## config.mk

```make
export PLATFORM = sky130hd
export DESIGN_NAME = traffic_intersection
export DESIGN_NICKNAME = d
export VERILOG_FILES = /design/src/rtl/traffic_pkg.sv /design/src/rtl/tl_rr_pick.sv /design/src/rtl/traffic_intersection.sv
export SDC_FILE = /design/constraint.sdc
export NUM_CORES = 1
export LEC_CHECK = 0
export CAP_MARGIN = 20
export CORE_UTILIZATION = 45
export CTS_CLUSTER_DIAMETER = 200
export DETAILED_ROUTE_END_ITERATION = 8
export HOLD_SLACK_MARGIN = 0.08
export MAX_ROUTING_LAYER = met4
export SLEW_MARGIN = 20
export SYNTH_ARGS = -nofsm -noshare
export SYNTH_HDL_FRONTEND = slang
export SYNTH_SLANG_ARGS = --single-unit
export TNS_END_PERCENT = 50
```

## constraint.sdc

```tcl
create_clock -name clk_i -period 4.54 [get_ports clk_i]
set_clock_uncertainty 0.05 [all_clocks]
set_input_delay 0.908 -clock clk_i [delete_from_list [all_inputs] [get_ports clk_i]]
set_output_delay 0.908 -clock clk_i [all_outputs]
set_load 0.01 [all_outputs]
```

## src/rtl/traffic_pkg.sv

```systemverilog
// Shared types and helpers for the multi-approach traffic intersection controller.
package traffic_pkg;

  typedef enum logic [2:0] {
    CmdOn        = 3'b000,
    CmdOff       = 3'b001,
    CmdService   = 3'b010,
    CmdSetGreen  = 3'b011,
    CmdSetAllRed = 3'b100,
    CmdSetYellow = 3'b101
  } cmd_type_e;

  typedef logic [2:0] state_t;

  localparam state_t StOff        = 3'd0;
  localparam state_t StAllRed     = 3'd1;
  localparam state_t StRedYellow  = 3'd2;
  localparam state_t StGreen      = 3'd3;
  localparam state_t StGreenBlink = 3'd4;
  localparam state_t StYellow     = 3'd5;
  localparam state_t StService    = 3'd6;

  // A programmed 0 ms behaves as 1 ms so every state lasts at least one tick.
  function automatic logic [31:0] ms_to_cycles(input logic [31:0] ms, input int unsigned clk_khz);
    logic [31:0] m;
    m = (ms == 32'd0) ? 32'd1 : ms;
    return m * clk_khz;
  endfunction

endpackage

```

## src/rtl/tl_rr_pick.sv

```systemverilog
// Round-robin selector: first requesting index after cur_i, with cur_i itself checked last.
module tl_rr_pick #(
  parameter int unsigned N_DIR = 2,
  localparam int unsigned IdxW = $clog2(N_DIR)
) (
  input  logic [N_DIR-1:0] req_i,
  input  logic [IdxW-1:0]  cur_i,
  output logic [IdxW-1:0]  nxt_o,
  output logic             valid_o
);

  logic [IdxW-1:0] idx;

  always_comb begin
    nxt_o   = cur_i;
    valid_o = 1'b0;
    idx     = '0;
    for (int unsigned i = 1; i <= N_DIR; i++) begin
      idx = IdxW'((32'(cur_i) + i) % N_DIR);
      if (!valid_o && req_i[idx]) begin
        nxt_o   = idx;
        valid_o = 1'b1;
      end
    end
  end

endmodule

```

## src/rtl/traffic_intersection.sv

```systemverilog
// Sequences N_DIR signal heads: one green approach at a time, all-red clearance between
// phases, programmable timing and an optional demand-driven skip of idle approaches.
module traffic_intersection
  import traffic_pkg::*;
#(
  parameter int unsigned N_DIR                 = 2,
  parameter int unsigned CLK_KHZ               = 2,
  parameter int unsigned BLINK_HALF_PERIOD_MS  = 4,
  parameter int unsigned BLINK_GREEN_TIME_TICK = 2,
  parameter int unsigned RED_YELLOW_MS         = 10,
  parameter int unsigned DEMAND_EN             = 0,
  parameter int unsigned DEF_GREEN_MS          = 50,
  parameter int unsigned DEF_YELLOW_MS         = 30,
  parameter int unsigned DEF_ALL_RED_MS        = 10,
  localparam int unsigned DirW = $clog2(N_DIR)
) (
  input  logic             clk_i,
  input  logic             arstn_i,
  input  logic             cmd_valid_i,
  input  logic [2:0]       cmd_type_i,
  input  logic [DirW-1:0]  cmd_dir_i,
  input  logic [15:0]      cmd_data_i,
  input  logic [N_DIR-1:0] demand_i,
  output logic [N_DIR-1:0] red_o,
  output logic [N_DIR-1:0] yellow_o,
  output logic [N_DIR-1:0] green_o,
  output logic [DirW-1:0]  active_dir_o
);

  localparam logic [31:0] RyCyc         = ms_to_cycles(32'(RED_YELLOW_MS), CLK_KHZ);
  localparam logic [31:0] BlinkHalf     = ms_to_cycles(32'(BLINK_HALF_PERIOD_MS), CLK_KHZ);
  localparam logic [31:0] BlinkPeriod   = 2 * BlinkHalf;
  localparam logic [31:0] GreenBlinkCyc = BlinkPeriod * BLINK_GREEN_TIME_TICK;
  localparam logic [DirW-1:0] LastDir   = DirW'(N_DIR - 1);

  state_t            state_q, state_d;
  logic [31:0]       cnt_q, cnt_d, blink_q, blink_d, dur;
  logic [DirW-1:0]   dir_q, dir_d, pick_dir;
  logic [15:0]       green_ms_q [N_DIR];
  logic [15:0]       green_ms_d [N_DIR];
  logic [15:0]       yellow_ms_q, yellow_ms_d, all_red_ms_q, all_red_ms_d;
  logic [N_DIR-1:0]  demand_q, demand_d, req, act_oh, clr_oh;
  logic              done, pick_valid, blink_on, cmd_on, cmd_off, cmd_srv;

  assign req = (DEMAND_EN != 0) ? demand_q : '1;

  tl_rr_pick #(.N_DIR(N_DIR)) u_rr_pick (
    .req_i   (req),
    .cur_i   (dir_q),
    .nxt_o   (pick_dir),
    .valid_o (pick_valid)
  );

  always_comb begin
    unique case (state_q)
      StAllRed:     dur = ms_to_cycles({16'd0, all_red_ms_q}, CLK_KHZ);
      StRedYellow:  dur = RyCyc;
      StGreen:      dur = ms_to_cycles({16'd0, green_ms_q[dir_q]}, CLK_KHZ);
      StGreenBlink: dur = GreenBlinkCyc;
      StYellow:     dur = ms_to_cycles({16'd0, yellow_ms_q}, CLK_KHZ);
      default:      dur = 32'd1;
    endcase
  end

  assign done    = (cnt_q == dur - 32'd1);
  assign cmd_on  = cmd_valid_i && (cmd_type_i == CmdOn);
  assign cmd_off = cmd_valid_i && (cmd_type_i == CmdOff);
  assign cmd_srv = cmd_valid_i && (cmd_type_i == CmdService);

  always_comb begin
    state_d = state_q;
    dir_d   = dir_q;
    if (cmd_off) begin
      state_d = StOff;
    end else if (cmd_srv && state_q != StOff) begin
      state_d = StService;
    end else begin
      case (state_q)
        StOff, StService: if (cmd_on) begin
          state_d = StAllRed;
          dir_d   = LastDir;
        end
        // Without a pick the counter parks at terminal until demand shows up.
        StAllRed: if (done && pick_valid) begin
          state_d = StRedYellow;
          dir_d   = pick_dir;
        end
        StRedYellow:  if (done) state_d = StGreen;
        StGreen:      if (done) state_d = (GreenBlinkCyc != 32'd0) ? StGreenBlink : StYellow;
        StGreenBlink: if (done) state_d = StYellow;
        StYellow:     if (done) state_d = StAllRed;
        default:      state_d = StAllRed;
      endcase
    end
  end

  always_comb begin
    if (state_d != state_q) cnt_d = '0;
    else if (!done)         cnt_d = cnt_q + 32'd1;
    else                    cnt_d = cnt_q;

    if (state_d != state_q && (state_d == StGreenBlink || state_d == StService)) blink_d = '0;
    else if (blink_q >= BlinkPeriod - 32'd1)                                     blink_d = '0;
    else                                                                         blink_d = blink_q + 32'd1;
  end

  assign blink_on = (blink_q < BlinkHalf);

  // A pulse coinciding with the clear keeps the latch set.
  always_comb begin
    clr_oh = '0;
    clr_oh[dir_q] = (state_q == StRedYellow) && (state_d == StGreen);
    demand_d = (demand_q & ~clr_oh) | demand_i;
  end

  always_comb begin
    green_ms_d   = green_ms_q;
    yellow_ms_d  = yellow_ms_q;
    all_red_ms_d = all_red_ms_q;
    if (cmd_valid_i && state_q == StService) begin
      case (cmd_type_i)
        CmdSetGreen:  if (32'(cmd_dir_i) < N_DIR) green_ms_d[cmd_dir_i] = cmd_data_i;
        CmdSetAllRed: all_red_ms_d = cmd_data_i;
        CmdSetYellow: yellow_ms_d = cmd_data_i;
        default: ;
      endcase
    end
  end

  always_ff @(posedge clk_i or negedge arstn_i) begin
    if (!arstn_i) begin
      state_q      <= StAllRed;
      dir_q        <= LastDir;
      cnt_q        <= '0;
      blink_q      <= '0;
      demand_q     <= '0;
      yellow_ms_q  <= 16'(DEF_YELLOW_MS);
      all_red_ms_q <= 16'(DEF_ALL_RED_MS);
      for (int i = 0; i < N_DIR; i++) green_ms_q[i] <= 16'(DEF_GREEN_MS);
    end else begin
      state_q      <= state_d;
      dir_q        <= dir_d;
      cnt_q        <= cnt_d;
      blink_q      <= blink_d;
      demand_q     <= demand_d;
      yellow_ms_q  <= yellow_ms_d;
      all_red_ms_q <= all_red_ms_d;
      green_ms_q   <= green_ms_d;
    end
  end

  always_comb begin
    act_oh = '0;
    act_oh[dir_q] = 1'b1;
    red_o    = '0;
    yellow_o = '0;
    green_o  = '0;
    unique case (state_q)
      StOff: ;
      StService: yellow_o = {N_DIR{blink_on}};
      StAllRed:  red_o = '1;
      StRedYellow: begin
        red_o    = '1;
        yellow_o = act_oh;
      end
      StGreen: begin
        red_o   = ~act_oh;
        green_o = act_oh;
      end
      StGreenBlink: begin
        red_o   = ~act_oh;
        green_o = blink_on ? act_oh : '0;
      end
      StYellow: begin
        red_o    = ~act_oh;
        yellow_o = act_oh;
      end
      default: red_o = '1;
    endcase
  end

  assign active_dir_o = dir_q;

endmodule

```

Yosys cells after proc, flatten, opt, wreduce, memory -nomap -nowiden. Cells that the tools add are included.

Register bits after elaboration: 132. Input bits: 25. Output and inout port bits: 7.

Add/subtract/negate cells: 5. Magnitude comparators: 9. Equality and inequality tests: 19. Multiplexer cells: 38. Bitwise gates (word level): 5. Reductions and logical operators: 26.

Operators with widths (count): $mux W32 (4); $mux W16 (7); $pmux W17 S5 (1); $add A32 B1 Y32 const B (2); $logic_not A16 Y1 (3); $bwmux W32 (1); $eq A32 B32 Y1 (1); $ge A32 B4 Y1 const B (1); $lt A32 B4 Y1 const B (1); $sub A32 B1 Y32 const B (1); $mux W3 (8); $eq A3 B3 Y1 const B (7); $pmux W3 S6 (1); $demux W16 S1 (1); $eq A3 B2 Y1 const B (4); $pmux W2 S2 (3); $logic_and A1 B1 Y1 (10); $mux W1 (9); $eq A3 B1 Y1 const B (2); $logic_not A3 Y1 (2); $lt A1 B2 Y1 const B (3); $reduce_and A2 Y1 (3); $reduce_and A6 Y1 (1); $ge A2 B2 Y1 const B (2); other kinds (19) (24).

Logic depth before layout (Yosys ltp).
Depth in word-level cells: 18. Gate-level depth with buffers: 15.

By module. Synthesis repeated with hierarchy kept, for this count alone.

Cell total of the unflattened synthesis: 695. Area total of the unflattened synthesis: 7294.5 sq um.

Modules (own cells, without submodules): traffic_intersection (instances 1, cells each 692, area each 7274.5 sq um); tl_rr_pick (instances 1, cells each 3, area each 20.0 sq um).

Worst setup path before layout. Ideal clock, no wire load.

Path type: flip-flop to flip-flop. From: reg dir_q, in the netlist active_dir_o. To: reg blink_q[3]. Data arrival time: 3263 ps. Slack: 1097 ps. Cell stages (with the launch flop): 15. Buffers on the path: 3. Clock period less this slack: 3443 ps. Cells stage by stage: dfstp_2 -> buf_6 -> buf_8 -> mux2i_4 -> o32ai_1 -> a2111oi_4 -> and4b_1 -> nand4_1 -> xnor2_1 -> nand4_2 -> or3_1 -> buf_6 -> o221a_4 -> a211oi_4 -> nor4_2.

Cells in the longest elaborated chain, start to end: 18.

Ends and longest elaborated chain: start: declaration (RTL line traffic_intersection.sv:38) `logic [DirW-1:0] dir_q, dir_d, pick_dir;`; start signal: assignment (RTL line traffic_intersection.sv:133) `dir_q <= LastDir;`; start signal: assignment (RTL line traffic_intersection.sv:142) `dir_q <= dir_d;`; $not A1 Y2 (not written as such) * (RTL line traffic_intersection.sv:58) `StGreen: dur = ms_to_cycles({16'd0, green_ms_q[dir_q]}, CLK_KHZ);`; $mux W16 (not written as such) * (3 in a row) (RTL line traffic_intersection.sv:58); $logic_not A16 Y1 (RTL line traffic_pkg.sv:26) `m = (ms == 32'd0) ? 32'd1 : ms;`; $mux W16 * (RTL line traffic_pkg.sv:26); $pmux W17 S5 * (RTL line traffic_intersection.sv:55) `unique case (state_q)`; $sub A32 B1 Y32 * (RTL line traffic_intersection.sv:65) `assign done = (cnt_q == dur - 32'd1);`; $eq A32 B32 Y1 * (RTL line traffic_intersection.sv:65); $logic_and A1 B1 Y1 (RTL line traffic_intersection.sv:84) `StAllRed: if (done && pick_valid) begin`; $mux W3 (RTL line traffic_intersection.sv:84); $pmux W3 S6 * (RTL line traffic_intersection.sv:78) `case (state_q)`; $mux W3 * (RTL line traffic_intersection.sv:75) `end else if (cmd_srv && state_q != StOff) begin`; $mux W3 * (RTL line traffic_intersection.sv:73) `if (cmd_off) begin`; $eq A3 B3 Y1 (RTL line traffic_intersection.sv:102) `if (state_d != state_q && (state_d == StGreenBlink || state_d == StService)) blink_d = '0;`; $logic_or A1 B1 Y1 (RTL line traffic_intersection.sv:102); $logic_and A1 B1 Y1 * (RTL line traffic_intersection.sv:102); $mux W32 * (RTL line traffic_intersection.sv:102); via blink_d[3] (RTL line traffic_intersection.sv:37) `logic [31:0] cnt_q, cnt_d, blink_q, blink_d, dur;`; end signal: assignment (RTL line traffic_intersection.sv:144) `blink_q <= blink_d;`; end: declaration (RTL line traffic_intersection.sv:37).

The timed path passes the listed nets; every way through them passes the cells marked *. The select of a mux whose other input is x is not followed. A chain may end at the register's enable or synchronous reset.

Worst setup path in the final report.
From: reg dir_q, in the netlist active_dir_o. To: reg blink_q[2].

The elaborated chain is that of the path after synthesis.

==> flow_summary.yaml <==
layout:
  drive_gt1_share_pct: 20.9
  area_growth_pct: 17.1
  final-seq-area_um2: 3320
  antenna_cells_inserted: 0
  finish.net_count: 752
  multi_input_comb_area_um2: 3690
  layout_filler_cell_count: 1396
logic_synthesis:
  yosysTopAreaCell: "dfrtp_1"
  synth.cells.most_frequent: "dfrtp_1 (118), nor2_1 (82), mux2_2 (65)"
  synth.yosys.seq_area_share_pct: 46.6
  ys_types: 71
  synth.most_common_cell: "dfrtp_1"
  synth_warnings: 0
  synth_edf_count: 0
  average_cell_area_after_synthesis_um2: 10.7
  most_area_consuming_cells_after_synthesis: "dfrtp_1 (41%), mux2_2 (10%), xnor2_1 (5.4%), dfstp_2 (5.2%), mux2i_1 (4.5%)"
  post_syn_area_um2: 7120
  synth_top_area_share_pct: 41.5
  synth-main-ff-cell: "dfrtp_1"
  yosys_register_bits: 132
  syn_inst: 664
  async_flop_share_pct: 100
place:
  placement.io_buffers: 29
  detailed_place_hpwl_um: 12200
  gpl.final_weighted_congestion: 0.866
critical_path:
  worst-endpoint-arrival_ns: 4.50
  critPathLaunch: "active_dir_o"
  worst-setup-path-type: "register to register"
  worstReg2RegStart: "active_dir_o"
  rrSetupSlack_ns: 0.28
  reg2reg_depth: 11
  end_kind: "register"
  worst_r2r_dst: "blink_q[2]"
  setup.worst_path.end: "blink_q[2]"
  worst-endpoint-required_ns: 4.78
  start_kind: "register"
  maximum_fanout_count_along_the_critical_path: 21
clocking:
  tritoncts_clock_tree: "yes"
  htree_num_levels: 4
  post_cts_resized: 0
  cts_max_path_buffers: 2
  post_cts_hold_buffer_count: 0
  post-cts-setup-buffers: 0
  clock_insertion_delay_worst_skew_ns: 0.43
  cts_sinks: 132
  root_buffer: "clkbuf_16"
  clk_pin_slew_ns: 0.06
  cts-buffers-inserted: 17
sta:
  finalSetupViolations: 0
  final.period_utilization_pct: 93.9
  grt_setup_unrepaired: "false"
  final_period_minus_worst_setup_slack_ns: 4.26
  number_of_max_slew_violations_in_the_final_report: 0
  max-slew-margin-rel_pct: 36.1
  hold_ws_ns: 0.426
  finalHoldViolations: 0
  achievable-frequency_mhz: 235
  setup-tns-final_ns: 0
  tightestPinTransition_ns: 0.958
detailed_routing:
  finalWirelength_um: 17000
  drt-wirelength-per-cell_um: 17.9
  route.antenna.remaining_nets: 0
  post-route-drc-count: 0
  dr.first_iter.drc_count: 366
  drt-pass1-iter-count: 5
  avgViaCountPerCell: 5.65
  routed-via-count: 5360
floorplanning:
  die_width_um: 128
  core_um2: 15300
  floorplan.initialDensity_pct: 46.5
  floorplan.rows: 45
  floorplan.die_area_um2: 16300
  num_io_pins: 32
  die_h_um: 128
global_route:
  groute.usage.overall_pct: 23.5
  antenna_violations_before_repair: 0
  first_pass_grt_wire_length_um: 28600
  number_of_global_route_vias_before_repair: 5519
  grt_overflow: 0
  pin_count_of_the_biggest_net_entering_global_routing: 74
worst_hold_path:
  min-delay-path-class: "register to register"
power:
  report.power.total_uw: 4750
  ir_drop_v: 0.000345
  p_per_area_nw_per_um2: 570
  total_leakage_power_uw: 0.00363
outcome:
  status: "complete, no violations"
job:
  drv_cap: 0
-- layer usage --
layer  global-route usage [%]  up-vias  wire length [µm]
met1                     29.1     2697              7530
met4                     7.82        0               379
li1                         -     2506                 -
met5                        -        -                 0
met3                     5.26       29               756
met2                     38.2      128              8360
-- cell families after synthesis --
kind of cell,after synthesis,synth area share (%)
adder cells (fa/ha/maj),2,0.351
AND/OR/NAND/NOR,261,19.6
XOR/XNOR,53,6.52
AO/OA/AOI/OAI,77,8.54
other,1,0.0527
multiplexers,98,15.1
flip-flops,132,46.6
buffers and inverters,40,3.22
-- how the worst min path moves through the flow --
stage | start | end | depth (start not counted)
after floorplan | blink_q[0] | blink_q[0] | 1
after global placement | blink_q[0] | blink_q[0] | 1
after detailed placement | blink_q[0] | blink_q[0] | 1
after CTS | blink_q[0] | blink_q[0] | 1
after global routing | blink_q[0] | blink_q[0] | 1
final | blink_q[0] | blink_q[0] | 1
-- power by group --
group	switching, µW	total (µW)	internal [µW]
Clock	580	1360	778
Sequential	205	1540	1340
Combinational	1050	1850	806
Total	1830	4750	2920
-- worst max-delay path, cell delays in order (launching register included) --
cell and delay (ns):
dfstp_2 0.93, nor4_1 0.19, nand2_1 0.11, a21oi_1 0.08, a221oi_2 0.64, a32oi_1 0.19
a211oi_1 0.45, nand4_2 0.27, or3_1 0.54, o221a_4 0.28, a211oi_4 0.30, nor3_1 0.09
-- sequential cells by signal (all words and copies together) (netlist names) --
| signal | count |
|---|---|
| green_ms_q | 32 |
| all_red_ms_q | 16 |
| yellow_ms_q | 16 |
| active_dir_o | 1 |
| blink_q | 32 |
| cnt_q | 32 |
| state_q | 3 |
-- cell type report --
class / count / area share, %
Inverter: 10 / 0.450
Clock inverter: 15 / 1.98
Clock buffer: 17 / 5.10
Tap cell: 211 / 3.17
Sequential cell: 132 / 39.8
Multi-Input combinational cell: 519 / 44.3
Timing Repair Buffer: 45 / 5.19
-- through the flow --
step | cells | util [%] | worst slack (ns) | area [µm²]
final | 949 | 54.4 | 0.276 | 8340
after global routing | 949 | 54.4 | 0.104 | 8340
after CTS | 949 | 54.4 | 0.340 | 8340
after detailed placement | 917 | 50.6 | 0.364 | 7740
after global placement | 917 | 50.6 | 0.389 | 7740
after floorplan | 691 | - | 1.10 | 7220
-- placed cells by master, fill, tap and decap left out, types with 13 or more instances in the layout --
master           instances
nor3_1                  18
dfstp_2                 14
nand2_1                 34
clkbuf_16               17
xnor2_1                 44
mux2_2                  65
conb_1                  28
nor4_1                  33
nor2_1                  82
a21oi_1                 15
clkdlybuf4s50_1         28
mux2i_1                 32
buf_4                   15
dfrtp_1                118
nand3_1                 13
No activity file was read; power rests on OpenSTA's default activity.
==> RTL edit 1, RTL diff (same flow settings) <==
Register the output `red_o`, without a reset; this adds one clock of latency there. The other outputs are not delayed to match.
--- a/src/rtl/traffic_intersection.sv
+++ b/src/rtl/traffic_intersection.sv
@@ -34,2 +34,4 @@
   localparam logic [DirW-1:0] LastDir   = DirW'(N_DIR - 1);
+
+  logic [N_DIR-1:0] red_d;
 
@@ -154,3 +156,3 @@
     act_oh[dir_q] = 1'b1;
-    red_o    = '0;
+    red_d    = '0;
     yellow_o = '0;
@@ -160,5 +162,5 @@
       StService: yellow_o = {N_DIR{blink_on}};
-      StAllRed:  red_o = '1;
+      StAllRed:  red_d = '1;
       StRedYellow: begin
-        red_o    = '1;
+        red_d    = '1;
         yellow_o = act_oh;
@@ -166,3 +168,3 @@
       StGreen: begin
-        red_o   = ~act_oh;
+        red_d   = ~act_oh;
         green_o = act_oh;
@@ -170,3 +172,3 @@
       StGreenBlink: begin
-        red_o   = ~act_oh;
+        red_d   = ~act_oh;
         green_o = blink_on ? act_oh : '0;
@@ -174,6 +176,6 @@
       StYellow: begin
-        red_o    = ~act_oh;
+        red_d    = ~act_oh;
         yellow_o = act_oh;
       end
-      default: red_o = '1;
+      default: red_d = '1;
     endcase
@@ -183,2 +185,6 @@
 
+  always_ff @(posedge clk_i) begin
+    red_o <= red_d;
+  end
+
 endmodule
Check against the original RTL: not equivalent (Yosys sat finds a counterexample within 4 cycles, from zero or initial values and one cycle with arstn_i low).
==> RTL edit 1 against the unedited design <==
- synthesized area increased by 0.18%
- hold slack gained 16 ps
- first-iteration DRC count decreased by 2.2%
- sequential power increased by 3%
- wire length is 2.9% higher
- die area grew 0.17%
- worst setup slack better by 63 ps
- critical path type unchanged
- total power fell by 3.1%
- critical path depth increased by 2
- sequential cell count increased by 2
- synthesized cell count grew 3.3%
- final area down 0.36%
- combinational power is 8% lower
==> RTL edit 1: results (changes against the unedited design) <==
status:
  status: "finished clean"
pwr:
  leakage_nw: 3.60  # -0.84%
  comb-power_mw: 1.71  # -8%
  sw_frac_of_total: 0.391  # +0.00570
  power_frac_seq: 0.345  # +0.020
  ir_worst_vdd_mv: 0.337  # -2.2%
  p_total_mw: 4.61  # -3.1%
synth:
  netlist_top_cells_count: "118 x dfrtp_1, 77 x nor2_1, 63 x mux2_2, 38 x nand2_1, 35 x xnor2_1"
  netlist-cell-type-count: 73  # +2.8%
  seq_area_frac_synth: 0.471  # +0.00480
  synth.area.top_cells: "dfrtp_1 41%, mux2_2 9.9%, dfstp_2 5.2%"
  yosys.area.top_type_share: 0.414  # -0.000727
  synthArstFlopShare: 0.985  # -0.0149
cts:
  root_buffer: "clkbuf_16"
  cts_resized: 0  # unchanged
  clkTransAtPathRegs_ps: 60  # about the same
  clk_latency_ps: 430  # about the same
  numCtsBuffers: 17  # unchanged
global_route:
  grt_use_total: 0.242  # +0.00672
  grt_max_degree: 71  # -4.1%
  met3_usage: 0.0413  # -0.0113
  use_met2: 0.362  # -0.0195
  grt_pass1_wl_um: 29600  # +3.6%
  grt_use_met1: 0.332  # +0.0411
routing:
  vias: 5596  # +4.4%
  wl_met3_um: 884  # +17%
  met2_length_um: 7940  # -5.0%
  met1Wirelength_um: 8350  # +11%
  dr.first_iter.drc_count: 358  # -2.2%
  wl_um: 17500  # +2.9%
critical_path:
  critPathMaxStageDelay_ps: 880  # -50 ps
  cp_max_fo: 29  # +38%
  path_delay_family: "simple AND/OR/NAND/NOR gates"
  critPathArrivalTime_ps: 4460  # -40 ps
layout:
  final_util: 0.542  # -0.00196
  drive_above_1_share: 0.186  # -0.0230
  finalNetCount: 768  # +2.1%
placed_design:
  dpl.hpwl_um: 12400  # +1.2%
  gp_congestion: 0.855  # -1.3%
  io_buffers: 29  # unchanged
timing:
  tightest_slew_ps: 906  # -51.7 ps
-- RTL edit 1: cells by family (layout without fill, tap and decap cells) --
| family | Yosys count | in the layout | synth area share |
|---|---|---|---|
| and+or+nand+nor | 272 | 272 | 0.209 |
| DFF | 134 | 134 | 0.471 |
| AOI/OAI and AO/OA | 96 | 96 | 0.0942 |
| muxes | 86 | 86 | 0.132 |
| buffers and inverters | 51 | 92 | 0.0356 |
| xor gates and xnor gates | 44 | 44 | 0.0540 |
| adders and majority gates | 2 | 2 | 0.00351 |
| other | 1 | 28 | 0.000526 |
-- RTL edit 1: area by class of cell --
cell class,count,area (µm²)
Sequential cell,134,3360
Fill cell,1379,7010
Clock inverter,15,133
Multi-Input combinational cell,528,3620
Tap cell,211,264
Clock buffer,17,425
Inverter,16,60.1
Timing Repair Buffer,44,438
-- RTL edit 1: final timing paths --
kind	from	endpoint	slack (ps)	cells past startpoint
hold reg to reg	blink_q[0]	blink_q[0]	440	1
setup / recovery	state_q[0]	cnt_q[25]	340	13
max in group asynchronous	arstn_i	yellow_ms_q[3]	3040	2
hold / removal	blink_q[0]	blink_q[0]	440	1
min in group asynchronous	arstn_i	green_ms_q[2]	530	1
setup reg to reg	state_q[0]	cnt_q[25]	340	13
-- RTL edit 1: stage by stage --
stage | setup slack [ps] | area [µm²] | std cells | hold slack (ps)
2_1_floorplan | 1150 | 7230 | 713 | 398
3_3_place_gp | 471 | 7750 | 933 | 412
3_5_place_dp | 383 | 7750 | 933 | 431
4_1_cts | 370 | 8310 | 965 | 445
5_1_grt | 20.5 | 8310 | 965 | 463
6_report | 339 | 8310 | 965 | 443
==> RTL edit 2, RTL diff (same settings) <==
Without the edit above. `N_DIR` is set to 2 in 2 places; all go to 8.
--- a/src/rtl/tl_rr_pick.sv
+++ b/src/rtl/tl_rr_pick.sv
@@ -2,3 +2,3 @@
 module tl_rr_pick #(
-  parameter int unsigned N_DIR = 2,
+  parameter int unsigned N_DIR = 8,
   localparam int unsigned IdxW = $clog2(N_DIR)
--- a/src/rtl/traffic_intersection.sv
+++ b/src/rtl/traffic_intersection.sv
@@ -5,3 +5,3 @@
 #(
-  parameter int unsigned N_DIR                 = 2,
+  parameter int unsigned N_DIR                 = 8,
   parameter int unsigned CLK_KHZ               = 2,
Ports: changed (6 resized); port bits go from 32 to 60. The function was not compared with the original's and may differ.
==> RTL edit 2 against the unedited design <==
- sequential cell count is 98 higher
- via count is 54% higher
- sequential share of layout area is 1.1 points higher
- total power up 67%
- cell count rose by 54%
- final area rose by 70%
- synthesized area rose by 65%
- first-iteration DRC count up 58%
- non-clock buffer count grew 75
- worst setup slack lost 210 ps
- wire length up 66%
==> RTL edit 2: results (changes against the unedited design) <==
synth:
  netlist-cell-type-count: 68  # -4.2%
  synth_fa_ha_area_frac: 0.00319  # -0.000328
  seq_area_frac_synth: 0.492  # +0.0258
  synth_xor_area_frac: 0.0320  # -0.0332
  netlist_top_cells_count: "196 x dfrtp_1, 168 x mux2_2, 77 x nor2_1, 50 x nand2_1, 39 x o21ai_0"
  syn-mean-instance-area_um2: 11.6  # +8.6%
status:
  status: "finished clean"
critical_path:
  cp_slowest_cell: "dfstp_4"
  r2r_cells: 17  # +6
cts:
  clockBufferDepth: 3  # +1
  cts_resized: 2  # +2
pwr:
  sw_frac_of_total: 0.352  # -0.0327
  ir_worst_vdd_mv: 0.362  # +4.8%
  leakage_nw: 6.25  # +72%
layout:
  fin_cells: 1465  # +54%
  fillers: 2161  # +55%
routing:
  routedWlPerCell_um: 19.3  # +7.8%
timing:
  tightest_slew_ps: 988  # +29.4 ps
  holdWs_ps: 363  # -62.8 ps
global_route:
  grt_use_total: 0.224  # -0.0115
  grt_pass1_vias: 8079  # +46%
hold_path:
  hold_class: "in -> async"
placed_design:
  gp_congestion: 0.865  # about the same
  dpl_cell_area_um2: 13100  # +69%
  dpl.hpwl_um: 19300  # +58%
  dp.cells: 1415  # +54%
RTL edit 2: changes by cell type in the layout (fill, tap and decap cells not counted), sizes merged, moves of 15 or more:
cell,change
mux4,+22
dfstp,+20
clkbuf,+21
buf,+53
nand2,+16
mux2,+103
dfrtp,+78
xnor2,-19
nor4,-15
o21ai,+29
clkdlybuf4s50,+22
RTL edit 2: per-layer routing:
metal | track usage | vias up | routed length [µm] | part of all wire
li1 | - | 3884 | - | -
met1 | 0.311 | 4172 | 13400 | 0.47
met2 | 0.352 | 158 | 13300 | 0.47
met3 | 0.0321 | 23 | 1240 | 0.044
met4 | 0.0400 | 0 | 306 | 0.011
met5 | - | - | 0 | 0
RTL edit 2: kinds of logic (layout without fill, tap and decap cells):
logic type               after synthesis  in the layout
AO/OA/AOI/OAI                        147            147
XOR/XNOR                              43             43
adder cells (fa/ha/maj)                3              3
buffers and inverters                 81            176
flip-flops                           230            230
multiplexers                         226            226
other                                  1             29
AND/OR/NAND/NOR                      281            281
RTL edit 2: final cells by class:
| class | count | area [µm²] | area share |
|---|---|---|---|
| tap | 330 | 413 | 0.0291 |
| timing repair buffer | 120 | 1160 | 0.0820 |
| inverter | 10 | 37.5 | 0.00265 |
| multi-input combinational | 728 | 5910 | 0.417 |
| clock inverter | 8 | 97.6 | 0.00688 |
| antenna | 1 | 2.50 | 0.000176 |
| sequential | 230 | 5800 | 0.409 |
| clock buffer | 38 | 757 | 0.0534 |
RTL edit 2: worst max path at each step:
stage	end	slack, ps
5_1_grt	blink_q[3]	-40
4_1_cts	blink_q[1]	7
3_3_place_gp	blink_q[1]	-50
3_5_place_dp	blink_q[1]	-20
6_report	blink_q[3]	70
2_1_floorplan	blink_q[0]	480
